## src/rtl/awmc_water_valve_driver.sv

```systemverilog
// Water valve driver: interlocked inlet/drain solenoids, flow-pulse level tracking, no-flow fault latch.
// Solenoids follow the request one edge after sampling; no backpressure, pulses outside FILL/DRAIN are dropped.
module awmc_water_valve_driver #(
  parameter int LVL_W    = 4,
  parameter int FILL_MAX = 12,
  parameter int HOLD_MIN = 2,
  parameter int TIMEOUT  = 8
) (
  input  logic             clk,
  input  logic             reset_n,
  input  logic             valve_req,
  input  logic             drain_req,
  input  logic             flow_pulse,
  input  logic             drain_pulse,
  input  logic             fault_clr,
  output logic             valve_sol,
  output logic             drain_sol,
  output logic [LVL_W-1:0] level,
  output logic             level_full,
  output logic             level_empty,
  output logic             fault
);

  localparam int TW = $clog2(TIMEOUT + 1);
  localparam int HW = (HOLD_MIN < 1) ? 1 : $clog2(HOLD_MIN + 1);
  localparam logic [LVL_W-1:0] LVL_FULL = LVL_W'(FILL_MAX);

  typedef enum logic [2:0] {OFF, FILL, DRAIN, HOLD, FAULT} state_t;

  state_t           state;
  state_t           state_nxt;
  logic [LVL_W-1:0] level_nxt;
  logic [TW-1:0]    tcnt;
  logic [HW-1:0]    hcnt;
  logic             fill_pulse;
  logic             empty_pulse;
  logic             tmo_hit;

  assign fill_pulse  = (state == FILL) && flow_pulse;
  assign empty_pulse = (state == DRAIN) && drain_pulse;
  assign level_full  = (level == LVL_FULL);
  assign level_empty = (level == '0);
  assign tmo_hit     = (tcnt == TW'(TIMEOUT - 1));

  always_comb begin
    level_nxt = level;
    if (fill_pulse && !level_full)
      level_nxt = level + LVL_W'(1);
    else if (empty_pulse && !level_empty)
      level_nxt = level - LVL_W'(1);
  end

  always_ff @(posedge clk or negedge reset_n) begin
    if (!reset_n)
      state <= OFF;
    else
      state <= state_nxt;
  end

  // Timeout is checked before the normal exits so a silent meter always latches a fault.
  always_comb begin
    state_nxt = state;
    case (state)
      OFF: begin
        if (valve_req && !drain_req && !level_full)
          state_nxt = FILL;
        else if (drain_req && !valve_req && !level_empty)
          state_nxt = DRAIN;
      end
      FILL: begin
        if (!flow_pulse && tmo_hit)
          state_nxt = FAULT;
        else if (!valve_req || drain_req || (level_nxt == LVL_FULL))
          state_nxt = HOLD;
      end
      DRAIN: begin
        if (!drain_pulse && tmo_hit)
          state_nxt = FAULT;
        else if (!drain_req || valve_req || (level_nxt == '0))
          state_nxt = HOLD;
      end
      HOLD: begin
        if (hcnt == HW'(HOLD_MIN - 1))
          state_nxt = OFF;
      end
      FAULT: begin
        if (fault_clr)
          state_nxt = HOLD;
      end
      default: state_nxt = OFF;
    endcase
  end

  always_comb begin
    valve_sol = (state == FILL);
    drain_sol = (state == DRAIN);
    fault     = (state == FAULT);
  end

  always_ff @(posedge clk or negedge reset_n) begin
    if (!reset_n) begin
      level <= '0;
      tcnt  <= '0;
      hcnt  <= '0;
    end else begin
      level <= level_nxt;
      // Counts only while staying in the same actuation with no relevant pulse; entry or pulse restarts it.
      if ((state == FILL && state_nxt == FILL && !flow_pulse) ||
          (state == DRAIN && state_nxt == DRAIN && !drain_pulse))
        tcnt <= tcnt + TW'(1);
      else
        tcnt <= '0;
      if (state == HOLD)
        hcnt <= hcnt + HW'(1);
      else
        hcnt <= '0;
    end
  end

endmodule
```

## config.mk

```make
export PLATFORM = sky130hd
export DESIGN_NAME = awmc_water_valve_driver
export DESIGN_NICKNAME = d
export VERILOG_FILES = /design/src/rtl/awmc_water_valve_driver.sv
export SDC_FILE = /design/constraint.sdc
export NUM_CORES = 1
export LEC_CHECK = 0
export CAP_MARGIN = 20
export CORE_UTILIZATION = 46
export CTS_CLUSTER_SIZE = 16
export DETAILED_ROUTE_END_ITERATION = 8
export PLACE_DENSITY = 0.79
export SYNTH_ARGS = -nofsm -noshare
export SYNTH_HDL_FRONTEND = slang
export SYNTH_SLANG_ARGS = --single-unit
```

## constraint.sdc

```tcl
create_clock -name clk -period 2.5 [get_ports clk]
set_clock_uncertainty 0.1 [all_clocks]
set_input_delay 0.5 -clock clk [delete_from_list [all_inputs] [get_ports clk]]
set_output_delay 0.5 -clock clk [all_outputs]
set_load 0.02 [all_outputs]
```

==> results of run 1 <==
## layout make-up
class                   count  area [um2]  share of cell area [%]
inverters                   9        33.8                    2.59
multi-input cells          77         638                    48.9
clock buffers               4        26.3                    2.01
flip-flops and latches     13         328                    25.1
repair buffers             28         245                    18.8
well taps                  27        33.8                    2.59
## metrics by stage
stage / setup TNS, ns / instance area, um2 / util (%) / cells
2_1_floorplan: 0 / 952 / - / 99
3_3_place_gp: -0.319 / 1220 / 62.8 / 152
3_5_place_dp: -0.886 / 1220 / 62.8 / 152
4_1_cts: 0 / 1240 / 64.0 / 156
5_1_grt: -0.0557 / 1310 / 67.2 / 158
6_report: 0 / 1310 / 67.2 / 158
## power groups by stage
stage	Clock (W)	Sequential [W]	Combinational, W
3_5_place_dp	0	0.000341	0.000901
4_1_cts	0.000143	0.000337	0.000900
3_3_place_gp	0	0.000339	0.000871
6_report	0.000142	0.000339	0.00100
2_1_floorplan	0	0.000402	0.000492
5_1_grt	0.000153	0.000351	0.00107
## repair_timing
action	4_1_cts	5_1_grt
gates resized for setup	2	11
setup endpoints to repair	2	6
setup buffers	0	2
pin swaps	0	4
## state kept, by name, indices dropped and copies added, names as in the netlist
register and cells:
hcnt 2, level 4, state 3, tcnt 4
## metal layers
layer	share of wire [%]	wire, um
met5	0	0
met1	44	1090
met4	3.1	77
met2	47	1160
met3	5.2	128
## critical path: cells and delay by family (launching register included)
kind | cells | cell delay (ns)
AO/OA/AOI/OAI | 5 | 0.99
flip-flops | 1 | 0.42
adder cells (fa/ha/maj) | 1 | 0.17
AND/OR/NAND/NOR | 1 | 0.41
buffers and inverters | 2 | 0.24
## path summary, 6_finish.rpt
kind | end | cells after the start | slack (ns) | from
hold reg to reg | hcnt[0] | 1 | 0.35 | hcnt[0]
setup reg to reg | tcnt[2] | 9 | 0.06 | level[1]
setup / recovery | tcnt[2] | 9 | 0.06 | level[1]
min in group asynchronous | hcnt[0] | 1 | 0.49 | reset_n
max in group asynchronous | level[0] | 1 | 1.37 | reset_n
hold / removal | hcnt[0] | 1 | 0.35 | hcnt[0]
## placed cells by master (no fill, tap or decap), types with 4 or more instances in the layout
cell type                          n
sky130_fd_sc_hd__dfrtp_1          11
sky130_fd_sc_hd__buf_4            13
sky130_fd_sc_hd__nand3_1           5
sky130_fd_sc_hd__o21ai_0           5
sky130_fd_sc_hd__nor2_1            5
sky130_fd_sc_hd__clkdlybuf4s50_1  13
sky130_fd_sc_hd__nand3b_1          4
sky130_fd_sc_hd__inv_1             8
sky130_fd_sc_hd__mux2i_1           4
## cells by family after synthesis
family / share of synthesized area [%]
AND/OR/NAND/NOR: 29.3
AO/OA/AOI/OAI: 20.4
flip-flops: 34.4
buffers and inverters: 3.58
multiplexers: 4.24
adder cells (fa/ha/maj): 5.30
XOR/XNOR: 2.78
==> out/summary.md, run 1 <==
The flow ran to the end, and the final reports show no timing, DRC or antenna violations. STA classifies the critical path startpoint as a register. The via density per instance is 5.80, and the global routing usage summed across all routing layers is 24.2%. The critical path arrival was 2.53 ns; the number of core rows was 16. The worst hold slack after final layout is 0.348 ns.

The die covers 2240 um2. After detailed routing, the number of remaining DRC violations is 0. Counting every instance in the synthesized netlist gives 99.

In this run the count of I/O pins placed on the die edge is 16. The net count of the finished layout is 143. The run gives 0.603 nW as the static power due to leakage. The final route contains 917 vias.

The clock passes through at most 2 buffers. At the pin with the least slew margin, the transition time is 0.627 ns. In this run the worst hold path is classified as register to register.

Hold repair after CTS inserted 0 buffers. Based on the critical path, the design can be clocked at up to 409 MHz. The run gives 0 as the number of antenna violations at the first check in global routing.

Final-report hold violation count: 0. Among all cell types in the netlist, the one instantiated most often is sky130_fd_sc_hd__dfrtp_1. The largest individual stage delay along the critical path comes from the cell sky130_fd_sc_hd__dfrtp_2.

Detailed placement HPWL: 1.81 mm. Of the total power, the share spent switching nets is 44.8%. The total power density per cell area was 1140 nW/um2; the count of nets left with antenna violations after detail routing was 0. The setup path with the least slack is of type register to register.

Sequential share of power: 22.9%. By count the netlist is led by 13 x sky130_fd_sc_hd__dfrtp_1, 9 x sky130_fd_sc_hd__inv_1, 6 x sky130_fd_sc_hd__nand3_1, 6 x sky130_fd_sc_hd__o21ai_0, 5 x sky130_fd_sc_hd__nor2_1. The number of H-tree branching levels came out at 1. The worst path needs 2.44 ns of the cycle, external delays included. Summed over all layers, the global routing overflow is 0. Across the VDD grid, the largest voltage drop is 0.828 mV. After synthesis, the mean cell area works out to 9.54 um2. The flip-flop and latch count after synthesis is 13. The most used flip-flop cell after synthesis is sky130_fd_sc_hd__dfrtp_1. The share of total power dissipated in combinational logic is 67.6%. For this design the total switching power over the nets is 0.000665 W. In this run the cell area of the synthesized design comes to 945 um2. At the end of routability-driven placement, the weighted congestion stood at 0.875. The post-route netlist has 28.2% of its cells at a drive strength greater than 1. The number of antenna diodes in the final layout is 0. From bottom edge to top edge, the die measures 47.3 um. The library cell used as clock root buffer was sky130_fd_sc_hd__clkbuf_4.

Global-route wire length before repair: 3.66 mm. For this run, global-route usage on met1 was measured as 31.4%. The synthesized netlist net count was 110. For this configuration, the core starts out at a cell density of 48.6%. The number of design-rule violations left by the first detailed-router iteration was 16; the fraction of met3 tracks used by global routing was 5.00%.

At the placement stage, the worst setup path has a slack of -0.195 ns. The clock transition at the registers of the reported paths is 0.09 ns. During synthesis, Yosys emitted a total of 0 warnings. The tools report the length of the first detailed-routing pass in iterations as 4. Routing layer with the top usage in global route: met2.

Clock latency on the worst-skew pair, taken at its later pin, is 0.29 ns. By area the synthesized netlist is led by sky130_fd_sc_hd__dfrtp_1 34%, sky130_fd_sc_hd__ha_1 5.3%, sky130_fd_sc_hd__mux2i_1 4.2%. In this run, distinct cell masters in the synthesized netlist total 40. The count of clock tree sinks is 13, and the clock buffer count from CTS is 3. For the met2 usage, the log shows 37.8%.

The region available for standard cell placement spans 1940 um2. TritonCTS built the clock tree. The tools report the clock network fraction of design power as 9.6%. The biggest area contributor in the post-synthesis netlist is sky130_fd_sc_hd__dfrtp_1. The max-slew violation count is 0, and the register area share after synthesis is 34.4%. The fraction of the cycle the final worst path needs is 97.7%. Summed over its instances, the top area cell type makes up 34.4% of the synthesized netlist area. The fraction of registers with async set or reset after synthesis is 100%, and the worst-path maximum fanout is 5. The via count of the first global-routing pass was 852; the die width was 47.3 um.

The final layout contains routed wiring with a total length of 2.46 mm. In the post-route analysis, the smallest setup slack over all paths is 0.0564 ns. From synthesis to final layout, the design area changed by 38.1%. STA classifies the critical path endpoint as a register. For the worst setup path, the data required time is 2.59 ns. The count of fill cells added during filler insertion is 157. The number of synthesized flops with an enable pin works out to 0. Cell internal power was estimated by the tool at 0.000819 W. For the number of maximum-capacitance constraint violations, the log shows 0. The tools report the total setup violations reported at the end of the flow as 0. For this run, the slowest stage of the critical path takes 0.42 ns. Overall power: 0.00148 W. Dividing the detail-routed wire length by the instance count gives 15.6 um. The worst-case headroom to the max-slew limit was 58.1%; the number of input and output port buffers inserted was 15. Traced cell by cell, the critical path runs through inv_2 > ha_2 > or3b_4 > a22oi_2 > a221o_1 > a41oi_2 > buf_4 > o211a_1 > a31o_1. Largest net degree at the start of global routing: 14.
(Power assumes the default switching activity.)
==> run 2, diff against run 1 <==
CTS_CLUSTER_SIZE = unset   (was 16)
==> results of run 2 <==
Final layout, timing and power as in run 1 (identical DEF).
